### src/rtl/stopwatch_sequencer.sv
// Stopwatch timebase: decodes the one-hot mode levels, prescales the clock into
// count ticks, advances a packed-BCD count by 1 or 10, and keeps a lap snapshot.
module stopwatch_sequencer #(
  parameter int PRESCALE = 100,
  parameter int DIGITS   = 4
) (
  input  logic                clk,
  input  logic                n_rst,
  input  logic                one_run_push,
  input  logic                ten_run_push,
  input  logic                pause_push,
  input  logic                clear_push,
  input  logic                lap,
  output logic [4*DIGITS-1:0] count,
  output logic [4*DIGITS-1:0] display,
  output logic                tick,
  output logic                wrap,
  output logic                running,
  output logic                lap_active
);

  localparam int W  = 4 * DIGITS;
  localparam int PW = $clog2(PRESCALE);
  localparam logic [PW-1:0] PRESC_LAST = PW'(PRESCALE - 1);

  logic [3:0]    mode_s;
  logic          mode_one_s;
  logic          mode_ten_s;
  logic          mode_pause_s;
  logic          mode_clear_s;
  logic          mode_legal_s;

  logic [PW-1:0] presc_q, presc_d;
  logic [W-1:0]  count_q, count_d;
  logic [W-1:0]  snap_q, snap_d;
  logic          lap_active_q, lap_active_d;
  logic          tick_q, tick_d;
  logic          wrap_q, wrap_d;

  logic [W-1:0]  inc_val_s;
  logic          inc_carry_s;
  logic [3:0]    digit_s;
  logic          carry_s;

  assign mode_s = {clear_push, pause_push, ten_run_push, one_run_push};

  // Anything other than exactly one mode level decodes to nothing, i.e. a full hold.
  always_comb begin
    mode_one_s   = 1'b0;
    mode_ten_s   = 1'b0;
    mode_pause_s = 1'b0;
    mode_clear_s = 1'b0;
    case (mode_s)
      4'b0001: mode_one_s   = 1'b1;
      4'b0010: mode_ten_s   = 1'b1;
      4'b0100: mode_pause_s = 1'b1;
      4'b1000: mode_clear_s = 1'b1;
      default: mode_pause_s = 1'b0;
    endcase
  end

  assign mode_legal_s = mode_one_s | mode_ten_s | mode_pause_s;
  assign running      = mode_one_s | mode_ten_s;

  always_comb begin
    inc_val_s = count_q;
    carry_s   = 1'b1;
    digit_s   = 4'd0;
    for (int i = 0; i < DIGITS; i++) begin
      digit_s = count_q[4*i +: 4];
      if ((carry_s == 1'b1) && ((i > 0) || !mode_ten_s)) begin
        if (digit_s == 4'd9) begin
          inc_val_s[4*i +: 4] = 4'd0;
        end else begin
          inc_val_s[4*i +: 4] = digit_s + 4'd1;
          carry_s             = 1'b0;
        end
      end else begin
        inc_val_s[4*i +: 4] = digit_s;
      end
    end
    inc_carry_s = carry_s;
  end

  always_comb begin
    presc_d      = presc_q;
    count_d      = count_q;
    snap_d       = snap_q;
    lap_active_d = lap_active_q;
    tick_d       = 1'b0;
    wrap_d       = 1'b0;

    if (mode_clear_s) begin
      presc_d      = {PW{1'b0}};
      count_d      = {W{1'b0}};
      lap_active_d = 1'b0;
    end else if (running) begin
      if (presc_q == PRESC_LAST) begin
        presc_d = {PW{1'b0}};
        count_d = inc_val_s;
        tick_d  = 1'b1;
        wrap_d  = inc_carry_s;
      end else begin
        presc_d = presc_q + PW'(1);
      end
    end else begin
      presc_d = presc_q;
    end

    // Snapshot takes count_q, so a lap on a tick edge freezes the pre-increment value.
    if (lap && mode_legal_s) begin
      if (lap_active_q) begin
        lap_active_d = 1'b0;
      end else if (running) begin
        snap_d       = count_q;
        lap_active_d = 1'b1;
      end else begin
        lap_active_d = lap_active_q;
      end
    end else begin
      snap_d = snap_q;
    end
  end

  always_ff @(posedge clk) begin
    if (!n_rst) begin
      presc_q      <= {PW{1'b0}};
      count_q      <= {W{1'b0}};
      snap_q       <= {W{1'b0}};
      lap_active_q <= 1'b0;
      tick_q       <= 1'b0;
      wrap_q       <= 1'b0;
    end else begin
      presc_q      <= presc_d;
      count_q      <= count_d;
      snap_q       <= snap_d;
      lap_active_q <= lap_active_d;
      tick_q       <= tick_d;
      wrap_q       <= wrap_d;
    end
  end

  assign count      = count_q;
  assign display    = lap_active_q ? snap_q : count_q;
  assign tick       = tick_q;
  assign wrap       = wrap_q;
  assign lap_active = lap_active_q;

endmodule

### config.mk
export PLATFORM = sky130hd
export DESIGN_NAME = stopwatch_sequencer
export DESIGN_NICKNAME = d
export VERILOG_FILES = /design/src/rtl/stopwatch_sequencer.sv
export SDC_FILE = /design/constraint.sdc
export NUM_CORES = 1
export LEC_CHECK = 0
export ABC_AREA = 1
export CAP_MARGIN = 10
export CORE_MARGIN = 2
export CORE_UTILIZATION = 40
export CTS_CLUSTER_SIZE = 24
export DETAILED_ROUTE_END_ITERATION = 12
export PLACE_DENSITY = 0.71
export SYNTH_ARGS = -nofsm -noshare
export SYNTH_HDL_FRONTEND = slang
export SYNTH_SLANG_ARGS = --single-unit
### constraint.sdc
create_clock -name clk -period 1.45 [get_ports clk]
set_input_delay 0.2175 -clock clk [delete_from_list [all_inputs] [get_ports clk]]
set_output_delay 0.2175 -clock clk [all_outputs]
set_load 0.05 [all_outputs]
* Word level (Yosys, flattened, before mapping) *
Cells that the tools add are included.

cells by class
  reduce and logical (&&, ||, !) cells = 10
  $add $sub $neg = 5
  bitwise gates (word level) = 8
  shifts and indexed selects = 0
  mux-type cells = 22
  order comparisons = 0
  div/mod/pow operators = 0
  equal/unequal tests = 9
  $mul = 0

operator list
  kind                 count
  $eq 4x4->1 const B   5
  $add 4x1->4 const B  4
  $mux 1               16
  $mux 16              1
  $mux 4               4
  $reduce_and 3->1     5
  $add 7x1->7 const B  1
  $eq 7x7->1 const B   1
  $mux 7               1
  $not 1->1            6
  $reduce_or 5->1      1
  $eq 4x1->1 const B   1
  $eq 4x2->1 const B   1
  $eq 4x3->1 const B   1
  $reduce_or 3->1      1
  $or 1x1->1           2
  $reduce_bool 2->1    1
  $reduce_or 2->1      1
  $logic_and 1x1->1    1

word-level totals
  bits of input ports = 7
  output and inout bits = 36
  register bits after elaboration = 42
  latch bits = 0
  RAM bits = 0
  memories kept = 0
  memory bits (read-only) = 0

* Logic depth before layout (Yosys ltp) *
Gate-level depths: netlist of run 1.

  depth in word-level cells = 7
  gate-level depth with buffers = 10

* Worst setup path after synthesis of run 1 *
OpenSTA, ideal clock, no wires.

  kind = register to output
  start point = register lap_active_q (netlist: lap_active)
  end point = output port display[7]
  arrival time = 1.962 ns
  cell stages (with the launch flop) = 3
  slack = -0.729 ns
  cells stage by stage = dfxtp_1 inv_1 o21ai_0

on the way
  cells in the longest elaborated chain, start to end = 1

RTL lines
  item                    line  text
  start, declared         36    logic lap_active_q, lap_active_d;
  start signal, assigned  137   lap_active_q <= lap_active_d;
  $mux 16                 144   assign display = lap_active_q ? snap_q : count_q;
  end, declared           15    output logic [4*DIGITS-1:0] display,

No other way between the ends.

* Worst setup path in the final report of run 1 *
  start point = register lap_active_q (netlist: lap_active)
  end point = output port display[12]

Same word-level chain as after synthesis.

==> summary.md, run 1 <==
| Metric | Value |
|---|---|
| DR pass1 iterations | 4 |
| WL final | 5650 um |
| Skew-Pair Late Insertion Delay | 0.30 ns |
| Clock network fraction of design power | 38.4% |
| Setup violators final | 0 |
| Max VDD drop | 701 uV |
| Worst slew pin tran | 0.273 ns |
| Hold_buf cts | 0 |
| Post-synth top cells | 57 x nand2_1, 43 x inv_1, 42 x dfxtp_1 |
| Hold Fails Final Rpt | 0 |
| Async SR Flop Fraction | 0% |
| R2r endpoint | count[12] |
| IO Count | 43 |
| RSZ-0062 raised after global routing | true |
| Max Root-Sink Buffers | 2 |
| Reg power frac | 51.8% |
| Area of the multi-input gates | 1210 um^2 |
| Port bufs | 42 |
| Die Y | 76.2 um |
| Critical Path Start | lap_active |
| CORE AREA | 5070 um^2 |
| YS warnings | 0 |
| Buf+Inv Stages, Crit Path | 2 |
| Most used routing layer | met2 |
| Fill cells | 389 |
| Ys flop type | dfxtp_1 |
| Relative slew margins | 81.7% |
| Syn Area/Cell | 6.98 um^2 |
| RD Place Congestion | 0.890 |
| Vias | 2178 |
| Crit-path most repeated cell | buf_12 |
| Critical path depth | 4 |
| Gr usage total | 18.9% |
| Outcome | finished, final reports clean |
| CTS tree | done |
| CP required | 1.23 ns |
| Comb power frac | 9.8% |
| Pwr/cell area | 645 nW/um^2 |
| Max stage delay on crit path | 0.40 ns |
| Syn_nets | 307 |
| #FFs+latches synth | 42 |
| Worst path cell trace | buf_12, nand2_1, o21ai_4, buf_12 |
| Largest net degree at the start of global routing | 34 |
| Residual DRC count | 0 |
| Number of antenna-violating nets in the routed design | 0 |
| Fin Setup TNS | 0 ns |
| Fin. max-slew vios | 0 |
| Post-detail-place hpwl | 3900 um |
| Grt met1 use | 22.0% |
| H-Tree Depth | 2 |
| First-pass GRT wire length | 9020 um |
| Top-area cell type share of the netlist area | 40.3% |
| Row count | 26 |
| Hold Slack | 0.449 ns |
| Worst-path maximum fanout | 13 |
| Global routing met2 resource utilization | 33.5% |
| Die X | 76.2 um |
| CP arrival | 1.21 ns |
| Synth area leaders | dfxtp_1 40%, nand2_1 10%, o21ai_0 9.6%, a21oi_1 8.6%, inv_1 7.7% |
| Worst setup EP type | primary output |
| Register Area | 871 um^2 |
| Final Skew | 0.00975 ns |
| Total CTS buffers | 5 |
| Switching share of power | 24.8% |
| Netlist cell types | 28 |
| Slowest CP cell | dfxtp_4 |
| Worst reg2reg path depth | 8 |
| Final Critical Period | 1.43 ns |
| Starting Density | 41.1% |
| Final worst path period share | 98.6% |
| Worst Setup EP | display[12] |
| Fmax | 0.699 GHz |
| Hold WC Path Type | register to register |
| Post-Syn Area | 2090 um^2 |
| Pre-CTS setup slack | -0.324 ns |
| Top-count cell post-synth | nand2_1 |
| Reg-to-reg startpoint | presc_q[1] |
| Post-Syn Instances | 299 |
| Cell family with most CP delay | flip-flops |
| Max-cap viol count | 0 |
| Synthesis-to-finish area growth | 70.1% |
| Number of synthesized flops with an enable pin | 0 |
| Leak pwr | 1.37 nW |
| Worst reg-to-reg setup slack | 0.03 ns |
| Final worst-path setup slack | 0.0201 ns |
| Crit start category | register |
| Fraction of layout cells with a size suffix above 1 | 38.8% |
| Vias in the first global route | 2027 |
| Cell accounting for the most synthesized area | dfxtp_1 |
| Clock sinks | 42 |
| Grt total ovfl | 0 |
| Seq/Total Area, Yosys | 40.3% |
| Initial antenna violation count | 0 |
| Setup CP Type | register to primary output |
| Antenna diodes | 0 |
| Fin nets | 383 |
| Starting DRT DRC Count | 98 |
| Root buffer cell | clkbuf_8 |
| Reported net switching power | 0.000568 W |
| Routed len/inst | 12.7 um |
| Worst-path clk slew | 0.08 ns |
| Routing usage on met3 | 4.38% |
| Die footprint | 5810 um^2 |
| Routed vias/inst | 4.88 |
| Internal | 0.00172 W |
==> cell type report <==
type | count | share of cell area (%)
repair buffers | 77 | 30.8
clock buffers | 6 | 2.65
clock inverters | 2 | 0.388
inverters | 48 | 5.08
flip-flops and latches | 42 | 24.6
multi-input cells | 201 | 34.1
well taps | 70 | 2.47
==> worst reg2reg max path, stage by stage (launching register included) <==
cell and delay (ns):
dfxtp_2 0.36, ha_4 0.15, nand3_4 0.08, nor2_4 0.24
nand2_8 0.12, nor2_8 0.16, nand2_2 0.07, o21ai_1 0.11
nor2_1 0.05
==> timing repair <==
item                       CTS  global route
gates cloned                 0             2
pin swaps                    4            10
setup buffers                5             2
gates resized for setup     12            30
setup endpoints to repair    8            43
==> through the flow <==
step | area (um^2) | instances | util [%] | power, W
4_1_cts | 3410 | 442 | 67.2 | 0.00228
6_report | 3550 | 446 | 69.9 | 0.00229
5_1_grt | 3550 | 446 | 69.9 | 0.00238
3_3_place_gp | 3240 | 429 | 63.8 | 0.00140
2_1_floorplan | 2210 | 299 | - | 0.00131
3_5_place_dp | 3240 | 429 | 63.8 | 0.00140
==> how the worst min path moves through the flow <==
stage	end	slack, ns	depth (start not counted)	startpoint
after global routing	snap_q[0]	0.47	2	snap_q[0]
final	snap_q[1]	0.45	2	snap_q[1]
after global placement	snap_q[9]	0.43	2	snap_q[9]
after floorplan	snap_q[0]	0.36	2	n_rst
after CTS	snap_q[6]	0.45	2	snap_q[6]
after detailed placement	snap_q[6]	0.43	2	snap_q[6]
==> layout by cell type, fill, tap and decap left out, types with 3 or more instances in the layout <==
master and count:
a21oi_1 36, buf_12 37, buf_4 31, clkbuf_8 5, dfxtp_1 24, dfxtp_2 15
dfxtp_4 3, dlymetal6s2s_1 3, inv_1 41, inv_2 7, nand2_1 53, nand2_2 6
nand3_1 14, nor2_1 15, nor2_2 6, nor2_4 3, nor3_1 4, o21ai_0 18
o21ai_1 8, o21ai_2 9, o21ai_4 7, xor2_1 4
==> routing by layer <==
metal	part of all wire [%]	up-vias
met5	0	-
met4	1.3	0
met3	4.4	9
met2	52	44
met1	42	1006
li1	-	1119
==> state kept, by name (all words and copies together), names as in the netlist <==
| register | flops |
|---|---|
| count | 16 |
| tick | 1 |
| snap_q | 16 |
| lap_active | 1 |
| presc_q | 7 |
| wrap | 1 |
==> cell families after synthesis <==
| kind of cell | after synthesis | share of synthesized area, % |
|---|---|---|
| fa+ha+maj | 1 | 0.600 |
| buf+inv | 57 | 10.9 |
| simple gates | 115 | 27.1 |
| flops | 42 | 40.3 |
| xor+xnor | 4 | 1.68 |
| compound gates | 80 | 19.4 |
==> power by group through the flow <==
stage                     Clock [W]  Sequential, W  Combinational (W)
after floorplan                   0        0.00121           0.000105
after global placement            0        0.00121           0.000191
after detailed placement          0        0.00121           0.000196
after CTS                  0.000894        0.00118           0.000210
after global routing       0.000954        0.00119           0.000242
final                      0.000879        0.00118           0.000224
Power figures use the tool's default switching activity.
==> inputs of run 2 (changes only) <==
--- a/config.mk
+++ b/config.mk
@@ -6,12 +6,11 @@
 export NUM_CORES = 1
 export LEC_CHECK = 0
 export ABC_AREA = 1
-export CAP_MARGIN = 10
 export CORE_MARGIN = 2
 export CORE_UTILIZATION = 40
 export CTS_CLUSTER_SIZE = 24
 export DETAILED_ROUTE_END_ITERATION = 12
-export PLACE_DENSITY = 0.71
+export PLACE_DENSITY = 0.69
 export SYNTH_ARGS = -nofsm -noshare
 export SYNTH_HDL_FRONTEND = slang
 export SYNTH_SLANG_ARGS = --single-unit
==> constraint.sdc (replaced) <==
create_clock -name clk -period 1.5 [get_ports clk]
set_input_delay 0.225 -clock clk [delete_from_list [all_inputs] [get_ports clk]]
set_output_delay 0.225 -clock clk [all_outputs]
set_load 0.05 [all_outputs]
==> run 2 against run 1 <==
Against the previous run:
- the flow now finishes with violations (setup timing)
- clock skew decreased by 0.0049 ns
- via count is 0.32% higher
- die area unchanged
- flip-flop and latch count stayed put
- non-clock buffer count grew 5
- global-route usage fell by 0.23 points
- sequential power barely moved
- utilization decreased by 1.7 points
- clock power shrank 16%
- cell count is 0.90% higher
- critical path depth grew 5
- critical path type is now register to register
- critical endpoint is now count[11]
- largest power group unchanged
==> summary.md, run 2 (synthesis results as in run 1) <==
| Metric | Value |
|---|---|
| Final worst path period share | 100% |
| H-Tree Depth | 2 (unchanged) |
| Max Root-Sink Buffers | 2 (unchanged) |
| Number of antenna-violating nets in the routed design | 0 (unchanged) |
| RD Place Congestion | 0.812 (was 0.890) |
| Starting Density | 41.1% (unchanged) |
| Hold WC Path Type | register to register (unchanged) |
| Routed vias/inst | 4.86 (was 4.88) |
| Fin Setup TNS | -0.00475 ns (was 0 ns) |
| Leak pwr | 1.37 nW (about the same) |
| Top Layer Used | met4 (unchanged) |
| Antenna diodes | 0 (unchanged) |
| Die X | 76.2 um (unchanged) |
| Final Skew | 0.00482 ns (was 0.00975 ns) |
| Fin. max-slew vios | 0 (unchanged) |
| WL met1 | 2420 um (was 2360 um) |
| Routed len/inst | 12.3 um (was 12.7 um) |
| DR pass1 iterations | 4 (unchanged) |
| Vias in the first global route | 2062 (was 2027) |
| Commonest non-fill, non-tap cell in the layout | nand2_1 (unchanged) |
| Placed cells | 430 (was 429) |
| CP required | 1.69 ns (was 1.23 ns) |
| Clock sinks | 42 (unchanged) |
| Fmax | 0.665 GHz |
| WL final | 5550 um (was 5650 um) |
| Starting DRT DRC Count | 97 (was 98) |
| Hold_buf cts | 0 (unchanged) |
| Fin area | 3460 um^2 (was 3550 um^2) |
| Synthesis-to-finish area growth | 66.0% (was 70.1%) |
| Setup CP Type | register to register (was register to primary output) |
| Residual DRC count | 0 (unchanged) |
| Row count | 26 (unchanged) |
| Outcome | finished, violations left (was finished, final reports clean) |
| Max stage delay on crit path | 0.38 ns (was 0.40 ns) |
| First-pass GRT wire length | 9000 um (was 9020 um) |
| Hold Fails Final Rpt | 0 (unchanged) |
| Worst-path maximum fanout | 6 (was 13) |
| IO Count | 43 (unchanged) |
| Commonest cells after routing, fill and taps aside | 52 x nand2_1, 43 x inv_1, 40 x buf_4, 36 x a21oi_1, 32 x buf_12 (was 53 x nand2_1, 41 x inv_1, 37 x buf_12, 36 x a21oi_1, 31 x buf_4) |
| Fill cells | 426 (was 389) |
| Largest net degree at the start of global routing | 34 (unchanged) |
| Post-detail-place hpwl | 3810 um (was 3900 um) |
| CP arrival | 1.70 ns (was 1.21 ns) |
| Core Util, Final | 68.2% (was 69.9%) |
| Met2 wire len | 2860 um (was 2960 um) |
| Cell family with most CP delay | simple AND/OR/NAND/NOR gates (was flip-flops) |
| Failing checks | setup timing |
| Initial antenna violation count | 0 (unchanged) |
| Relative slew margins | 82.4% (was 81.7%) |
| Met3 Wirelength | 140 um (was 246 um) |
| Grt total ovfl | 0 (unchanged) |
| Buf+Inv Stages, Crit Path | 2 (unchanged) |
| Cell Count, Final, Fillers Out | 450 (was 446) |
| Root buffer cell | clkbuf_8 (unchanged) |
| Max-cap viol count | 0 (unchanged) |
| Total CTS buffers | 5 (unchanged) |
| Vias | 2185 (was 2178) |
| Die footprint | 5810 um^2 (unchanged) |
| Crit start category | register (unchanged) |
| Max VDD drop | 766 uV (was 701 uV) |
| RSZ-0062 raised after global routing | true (unchanged) |
| Final worst-path setup slack | -0.00475 ns (was 0.0201 ns) |
| Port bufs | 42 (unchanged) |
| Worst slew pin tran | 0.261 ns (was 0.273 ns) |
| CORE AREA | 5070 um^2 (unchanged) |
| Pwr/cell area | 604 nW/um^2 (was 645 nW/um^2) |
| Worst path cell trace | ha_4, nand3_2, nor2_4, nand2_4, nor2_8, buf_6, inv_1, nand2_1, a21oi_1 (was buf_12, nand2_1, o21ai_4, buf_12) |
| Slowest CP cell | dfxtp_2 (was dfxtp_4) |
| Fin nets | 387 (was 383) |
| Gr usage total | 18.6% (was 18.9%) |
| Area after DPL | 3200 um^2 (was 3240 um^2) |
| Setup violators final | 1 (was 0) |
| Fraction of layout cells with a size suffix above 1 | 37.9% (was 38.8%) |
| Die Y | 76.2 um (unchanged) |
| Worst setup EP type | register (was primary output) |
| CTS tree | done (unchanged) |
| Skew-Pair Late Insertion Delay | 0.30 ns (about the same) |
| Final Critical Period | 1.50 ns |
| Worst-path clk slew | 0.08 ns (about the same) |
-- run 2: tightest hold or removal path: cells and delay by family (launching register included) --
family	cells	cell delay, ns
compound gates	1	0.05
buf+inv	1	0.05
flops	1	0.31
-- run 2: metrics by stage --
step | worst slack [ns] | power (W) | hold WS (ns)
final | -0.00475 | 0.00209 | 0.446
after detailed placement | -0.273 | 0.00136 | 0.434
after floorplan | -0.0648 | 0.00127 | 0.363
after CTS | 0.00270 | 0.00209 | 0.447
after global routing | -0.0590 | 0.00218 | 0.465
after global placement | -0.227 | 0.00136 | 0.430
-- run 2: path summary, 6_finish.rpt --
path / start / to / slack (ns) / cells past startpoint
setup / recovery: presc_q[0] / count[11] / -0.005 / 9
hold / removal: snap_q[5] / snap_q[5] / 0.45 / 2
setup reg to reg: presc_q[0] / count[11] / -0.005 / 9
hold reg to reg: snap_q[5] / snap_q[5] / 0.45 / 2
-- run 2: power by group --
part / total (W) / leakage [nW] / switching, W / internal (W)
sequential: 0.00115 / 0.347 / 0.0000139 / 0.00113
combinational: 0.000209 / 0.978 / 0.000115 / 0.0000945
clock: 0.000735 / 0.0441 / 0.000408 / 0.000327
total: 0.00209 / 1.37 / 0.000537 / 0.00155
-- run 2: metal layers --
metal / up-vias / global-route usage [%]
met5: - / 0
met2: 33 / 32.5
met3: 11 / 3.44
li1: 1127 / -
met1: 1014 / 22.3
met4: 0 / 8.36
-- run 2: timing repair --
item / CTS / global route
pin swaps: 3 / 6
setup buffers: 4 / 8
setup endpoints to repair: 4 / 45
resized for setup: 5 / 27
-- run 2: cell type report --
class                           count  area [um^2]  share of cell area [%]
Clock inverter                      3         21.3                   0.614
Tap cell                           70         87.6                    2.53
Clock buffer                        5         68.8                    1.99
Timing Repair Buffer               82         1060                    30.5
Inverter                           48          180                    5.20
Multi-Input combinational cell    200         1190                    34.2
Sequential cell                    42          863                    24.9
